--- config.mk ---
export PLATFORM = sky130hd
export DESIGN_NAME = dma_read_master_flat
export DESIGN_NICKNAME = d
export VERILOG_FILES = /design/src/rtl/dma_read_master_if.sv /design/src/rtl/dma_read_master.sv /design/src/flat_wrapper.sv
export SDC_FILE = /design/constraint.sdc
export NUM_CORES = 1
export LEC_CHECK = 0
export CAP_MARGIN = 20
export CORE_MARGIN = 3
export CORE_UTILIZATION = 40
export CTS_CLUSTER_DIAMETER = 40
export DETAILED_ROUTE_END_ITERATION = 16
export PLACE_DENSITY = 0.9
export SYNTH_ARGS = -nofsm -noshare
export SYNTH_HDL_FRONTEND = slang
export SYNTH_SLANG_ARGS = --single-unit
export TNS_END_PERCENT = 50
--- constraint.sdc ---
create_clock -name clk -period 6.2 [get_ports clk]
set_input_delay 1.24 -clock clk [delete_from_list [all_inputs] [get_ports clk]]
set_output_delay 1.24 -clock clk [all_outputs]
set_load 0.05 [all_outputs]
--- src/rtl/dma_read_master_if.sv ---
// AXI4 read-address and read-data channels between the DMA read master and its memory slave.
interface dma_read_master_if;
    logic [31:0] m_araddr;
    logic [7:0]  m_arlen;
    logic [2:0]  m_arsize;
    logic [1:0]  m_arburst;
    logic        m_arvalid;
    logic        m_arready;
    logic [63:0] m_rdata;
    logic [1:0]  m_rresp;
    logic        m_rlast;
    logic        m_rvalid;
    logic        m_rready;

    modport master (
        output m_araddr, m_arlen, m_arsize, m_arburst, m_arvalid,
        input  m_arready,
        input  m_rdata, m_rresp, m_rlast, m_rvalid,
        output m_rready
    );

    modport slave (
        input  m_araddr, m_arlen, m_arsize, m_arburst, m_arvalid,
        output m_arready,
        output m_rdata, m_rresp, m_rlast, m_rvalid,
        input  m_rready
    );
endinterface

--- src/rtl/dma_read_master.sv ---
// Single-outstanding AXI4 read DMA: splits a beat-count transfer into 4 KB-safe INCR bursts
// and streams the returned 64-bit beats straight through to a ready/valid consumer.
module dma_read_master #(
    parameter int MAX_BURST       = 16,
    parameter int MAX_OUTSTANDING = 1
) (
    input  logic                     clk,
    input  logic                     rst,
    input  logic [31:0]              dma_raddr,
    input  logic                     dma_rareq,
    input  logic [15:0]              dma_rsize,
    output logic                     dma_rbusy,
    output logic [63:0]              dma_rdata,
    output logic                     dma_rvalid,
    input  logic                     dma_rready,
    output logic                     rd_error,
    dma_read_master_if.master        m_axi
);

    if (MAX_BURST < 1 || MAX_BURST > 256 || (MAX_BURST & (MAX_BURST - 1)) != 0) begin : g_bad_burst
        $error("MAX_BURST must be a power of two in 1..256");
    end
    if (MAX_OUTSTANDING != 1) begin : g_bad_outstanding
        $error("only one outstanding burst is supported");
    end

    typedef enum logic [1:0] {IDLE, ADDR, DATA, DONE} state_t;

    localparam logic [16:0] MAX_BEATS = 17'(MAX_BURST);

    state_t      state_q, state_d;
    logic [31:0] addr_q;
    logic [15:0] remaining_q;
    logic [15:0] rem_dec;
    logic [16:0] page_beats;
    logic [16:0] beats;
    logic [7:0]  burst_len;
    logic        accept;
    logic        beat_hs;

    assign accept     = (state_q == IDLE) && dma_rareq;
    assign dma_rvalid = (state_q == DATA) && m_axi.m_rvalid;
    assign beat_hs    = dma_rvalid && dma_rready;
    assign rem_dec    = remaining_q - 16'd1;

    // Beats left before the next 4 KB page; always at least 1 since the address is 8-byte aligned.
    assign page_beats = 17'd512 - {8'd0, addr_q[11:3]};

    always_comb begin
        beats = MAX_BEATS;
        if ({1'b0, remaining_q} < beats) beats = {1'b0, remaining_q};
        if (page_beats < beats)          beats = page_beats;
    end

    assign burst_len = 8'(beats - 17'd1);

    assign m_axi.m_araddr  = addr_q;
    assign m_axi.m_arlen   = (remaining_q == 16'd0) ? 8'd0 : burst_len;
    assign m_axi.m_arsize  = 3'b011;
    assign m_axi.m_arburst = 2'b01;
    assign m_axi.m_arvalid = (state_q == ADDR);
    assign m_axi.m_rready  = (state_q == DATA) && dma_rready;
    assign dma_rdata       = m_axi.m_rdata;

    // NOTE: sequential state uses non-blocking assignments so every register samples pre-edge values.
    always_ff @(posedge clk or posedge rst) begin
        if (rst) state_q <= IDLE;
        else     state_q <= state_d;
    end

    // NOTE: next state defaults to the current state first, so no path through the case infers a latch.
    always_comb begin
        state_d = state_q;
        case (state_q)
            IDLE: if (dma_rareq) state_d = (dma_rsize == 16'd0) ? DONE : ADDR;
            ADDR: if (m_axi.m_arready) state_d = DATA;
            // The slave's rlast closes the burst; the local beat count only decides what follows.
            DATA: if (beat_hs && m_axi.m_rlast) state_d = (rem_dec != 16'd0) ? ADDR : DONE;
            DONE: state_d = IDLE;
            default: state_d = IDLE;
        endcase
    end

    always_ff @(posedge clk or posedge rst) begin
        if (rst) begin
            addr_q      <= 32'd0;
            remaining_q <= 16'd0;
            rd_error    <= 1'b0;
            dma_rbusy   <= 1'b0;
        end else begin
            if (accept) begin
                addr_q      <= dma_raddr & ~32'h7;
                remaining_q <= dma_rsize;
                rd_error    <= 1'b0;
                dma_rbusy   <= 1'b1;
            end
            if (beat_hs) begin
                addr_q      <= addr_q + 32'd8;
                remaining_q <= rem_dec;
                if (m_axi.m_rresp != 2'b00) rd_error <= 1'b1;
            end
            if (state_q == DONE) dma_rbusy <= 1'b0;
        end
    end

endmodule

--- src/flat_wrapper.sv ---
// flat-port wrapper written by rule: the top's interface ports become plain ports
module dma_read_master_flat 
#(
    parameter int MAX_BURST       = 16,
    parameter int MAX_OUTSTANDING = 1
)
  (clk, rst, dma_raddr, dma_rareq, dma_rsize, dma_rbusy, dma_rdata, dma_rvalid, dma_rready, rd_error, m_axi_m_araddr, m_axi_m_arlen, m_axi_m_arsize, m_axi_m_arburst, m_axi_m_arvalid, m_axi_m_arready, m_axi_m_rdata, m_axi_m_rresp, m_axi_m_rlast, m_axi_m_rvalid, m_axi_m_rready);
  dma_read_master_if m_axi_i ();
  input  logic clk;
  input  logic rst;
  input  logic [31:0] dma_raddr;
  input  logic dma_rareq;
  input  logic [15:0] dma_rsize;
  output logic dma_rbusy;
  output logic [63:0] dma_rdata;
  output logic dma_rvalid;
  input  logic dma_rready;
  output logic rd_error;
  output wire logic [$bits(m_axi_i.m_araddr)-1:0] m_axi_m_araddr;
  output wire logic [$bits(m_axi_i.m_arlen)-1:0] m_axi_m_arlen;
  output wire logic [$bits(m_axi_i.m_arsize)-1:0] m_axi_m_arsize;
  output wire logic [$bits(m_axi_i.m_arburst)-1:0] m_axi_m_arburst;
  output wire logic [$bits(m_axi_i.m_arvalid)-1:0] m_axi_m_arvalid;
  input wire logic [$bits(m_axi_i.m_arready)-1:0] m_axi_m_arready;
  input wire logic [$bits(m_axi_i.m_rdata)-1:0] m_axi_m_rdata;
  input wire logic [$bits(m_axi_i.m_rresp)-1:0] m_axi_m_rresp;
  input wire logic [$bits(m_axi_i.m_rlast)-1:0] m_axi_m_rlast;
  input wire logic [$bits(m_axi_i.m_rvalid)-1:0] m_axi_m_rvalid;
  output wire logic [$bits(m_axi_i.m_rready)-1:0] m_axi_m_rready;
  assign m_axi_m_araddr = m_axi_i.m_araddr;
  assign m_axi_m_arlen = m_axi_i.m_arlen;
  assign m_axi_m_arsize = m_axi_i.m_arsize;
  assign m_axi_m_arburst = m_axi_i.m_arburst;
  assign m_axi_m_arvalid = m_axi_i.m_arvalid;
  assign m_axi_i.m_arready = m_axi_m_arready;
  assign m_axi_i.m_rdata = m_axi_m_rdata;
  assign m_axi_i.m_rresp = m_axi_m_rresp;
  assign m_axi_i.m_rlast = m_axi_m_rlast;
  assign m_axi_i.m_rvalid = m_axi_m_rvalid;
  assign m_axi_m_rready = m_axi_i.m_rready;
  dma_read_master #(.MAX_BURST(MAX_BURST), .MAX_OUTSTANDING(MAX_OUTSTANDING)) u_core (.clk(clk), .rst(rst), .dma_raddr(dma_raddr), .dma_rareq(dma_rareq), .dma_rsize(dma_rsize), .dma_rbusy(dma_rbusy), .dma_rdata(dma_rdata), .dma_rvalid(dma_rvalid), .dma_rready(dma_rready), .rd_error(rd_error), .m_axi(m_axi_i));
endmodule
==> metrics.md, run 1 <==
| Metric | Value |
|---|---|
| CTS Root Cell | `clkbuf_8` |
| Number of DRC markers in iteration 0 | `~370` |
| Final period utilization | `95.5%` |
| Skew final | `0.0145 ns` |
| Gp weighted congestion | `around 0.91` |
| CTS buffer count | `5` |
| I/O pins | `around 240` |
| GRT overflow | `0` |
| RSZ-0062 raised after global routing | `false` |
| Worst-Margin Slew | `between 0.7 and 0.8 ns` |
| Clk slew on worst S/H paths | `0.09 ns` |
| Multi-input gate area | `2500 µm²` |
| CP Class | `reg -> out` |
| F_max | `169 MHz` |
| Max-cap violations | `0` |
| Routed WL | `about 13000 µm` |
| Fraction of layout cells with a size suffix above 1 | `8.08%` |
| Synth Flop Type | `dfrtp_1` |
| Setup TNS | `0 ns` |
| CP most frequent cell | `ha_1` |
| Worst-path cell chain | `or2_1 > or4_1 > nor3_1 > xnor2_1 > ha_1 > and3_2 > a31oi_1 > o2bb2ai_2 > and2b_4 > nor2_1 > a21oi_1 > ha_1 > inv_1 > nor4_1 > nand3_1 > o31a_1 > o21ai_1 > buf_12` |
| CP Capture Type | `output pin` |
| Top delay family on crit path | `simple AND/OR/NAND/NOR gates` |
| Post-route cell area | `5090 µm²` |
| #FFs+latches synth | `49` |
| Initial antenna violation count | `0` |
| Latest clock arrival within the worst-skew pair | `0.31 ns` |
| Crit path time final | `slightly below 6 ns` |
| Clock tree buffer depth | `2` |
| Hold Crit Class | `reg -> reg` |
| Post-CTS Setup Inserts | `0` |
| CTS sink count | `between 40 and 50` |
| Die area | `~12000 µm²` |
| Dpl cells | `around 700` |
| Status | `finished clean` |
| Pwr dens | `560 nW/µm²` |
| CP Max Fanout | `15` |
| CP Buf/Inv Count | `2` |
| CP Launch Type | `register` |
| LEAKAGE | `0.00194 µW` |
| Yosys warning count | `0` |
| Port Buffer Count | `95` |
| Commonest cells post-synth | `72 x buf_4, 50 x nor2_1, 49 x dfrtp_1, 48 x nand2_1, 36 x a21oi_1` |
| Sequential share of the synthesized area | `27.8%` |
| Max VDD drop | `0.506 mV` |
| Fin. max-slew vios | `0` |
| Top-area cell type share of the netlist area | `27.8%` |
| Site Rows | `37` |
| Hold slack | `0.478 ns` |
| Core area | `between 10000 and 15000 µm²` |
| Post-route DRC violation count | `0` |
| Crit path arrival time | `4.68 ns` |
| First-pass GRT wire length | `20300 µm` |
| Largest net degree at the start of global routing | `50` |
| Diode count | `0` |
| Cell at the slowest stage of the critical path | `dfrtp_1` |
| Gate Count Post-Synth | `545` |
| DP HPWL | `9350 µm` |
| TritonCTS clock tree | `done` |
| Routed WL per cell | `roughly 18 µm` |
| Final setup vio count | `0` |
| Register Area | `1230 µm²` |
| Initial core utilization | `42.0%` |
| Largest area contributor in the netlist | `dfrtp_1` |
| Vias in the first global route | `4051` |
| Layout fillers | `1010` |
| Drt first pass iters | `5` |
| GRT Total Usage | `a little under 20%` |
| Syn Area/Cell | `approximately 8.1 µm²` |
| Synth unique cells | `75` |
| Die width | `111 µm` |
| Share of flip-flops with an asynchronous set or reset | `100%` |
| H-tree depth | `2` |
| Die Height | `111 µm` |
| Area Overhead vs Synth | `15.3%` |
| Most frequent cell after synthesis | `buf_4` |
| Post-DP Area | `4970 µm²` |
| Final #Nets | `703` |
| Vias post-DR | `4243` |
| Antenna Nets Post-Route | `0` |
| Final hold violations | `0` |
| Mapped cell area | `between 4000 and 5000 µm²` |
| Largest cells by area after synthesis | `dfrtp_1 28%, buf_4 12%, nor2_1 4.3%` |
| Via density | `around 6` |
| CP peak stage delay | `0.55 ns` |
| Fin cells | `~710` |
| Required time of the critical path | `approximately 5.0 ns` |
| Number of synthesized flops with an enable pin | `0` |
| Slew HR | `50.6%` |
[registers in the layout, indices dropped and copies added, names as in the netlist]
name and count:
u_core.remaining_q 16, u_core.rd_error 1, u_core.m_axi.m_araddr 29, u_core.dma_rbusy 1
u_core.state_q 2
[metrics by stage]
stage	total power (µW)	utilization, %	setup slack (ns)
detailed placement	2640	47.3	0.497
global placement	2570	47.2	0.627
CTS	2840	48.1	0.137
floorplan	2160	-	0.244
finish	2850	48.4	0.280
global route	3030	48.4	0.0135
[final timing paths]
path / startpoint / to / slack (ns) / depth (start not counted)
min in group asynchronous: rst / u_core.m_axi.m_araddr[30]$_DFFE_PP0P_ / 1.32 / 2
hold / removal: u_core.rd_error$_DFF_PP0_ / u_core.rd_error$_DFF_PP0_ / 0.48 / 2
max in group asynchronous: rst / u_core.remaining_q[14]$_DFFE_PP0P_ / 4.31 / 3
hold reg to reg: u_core.rd_error$_DFF_PP0_ / u_core.rd_error$_DFF_PP0_ / 0.48 / 2
setup reg to reg: u_core.remaining_q[0]$_DFFE_PP0P_ / u_core.state_q[1]$_DFFE_PP0P_ / 3.58 / 8
setup / recovery: u_core.m_axi.m_araddr[7]$_DFFE_PP0P_ / m_axi_m_arlen[6] / 0.28 / 18
[worst reg2reg max path: cells and delay by family, from the launching register on]
family / cells / cell delay [ns]
xor gates and xnor gates: 1 / 0.18
adders and majority gates: 1 / 0.37
and+or+nand+nor: 4 / 1.22
AOI/OAI and AO/OA: 1 / 0.16
buffers and inverters: 1 / 0.18
DFF: 1 / 0.42
[power breakdown]
part           internal, µW  leakage, µW  total (µW)  switching, µW
combinational           711      0.00133        1930           1220
clock                  80.2    0.0000385         190            110
sequential              469     0.000572         730            261
[per-layer routing]
metal | vias to the layer above | part of all wire (%) | GRT usage [%]
met4 | 0 | 3.1 | 7.14
li1 | 1954 | - | -
met2 | 235 | 48 | 31.7
met1 | 2006 | 41 | 26.2
met3 | 48 | 7.9 | 3.11
met5 | - | 0 | 0
[kinds of logic (layout without fill, tap and decap cells)]
family	after synthesis	after routing	synth area share (%)
compound gates	138	138	21.3
simple gates	209	209	26.2
fa+ha+maj	14	14	3.97
buf+inv	114	127	16.7
other cells	2	13	0.170
flops	49	49	27.8
xor+xnor	15	15	2.98
mux	4	4	0.907
[layout by cell type (no fill, tap or decap), drive strengths merged, types with 9 or more instances in the layout]
cell and count:
nand3 23, and2 10, clkdlybuf4s50 92, o21ai 31
nor4 12, conb 13, ha 14, nor2 50
a21oi 36, inv 14, nand2 48, nand4 16
xor2 9, buf 11, nor3 11, dfrtp 49
[what timing repair did]
item                       in CTS  in global routing
hold buffers                    0                  0
setup endpoints to repair       0                  2
gates resized for setup         0                  2
[cell type report]
| class | instances | share of cell area (%) |
|---|---|---|
| well taps | 136 | 3.34 |
| clock inverters | 1 | 0.148 |
| flip-flops and latches | 49 | 24.1 |
| multi-input cells | 393 | 49.1 |
| clock buffers | 7 | 1.50 |
| repair buffers | 104 | 20.7 |
| inverters | 15 | 1.11 |
No activity file was read; power rests on OpenSTA's default activity.
==> run 2, diff against run 1 <==
CTS_CLUSTER_DIAMETER = default   (was 40)
==> results of run 2 <==
The final DEF is identical to that of run 1; final timing and power are the same.
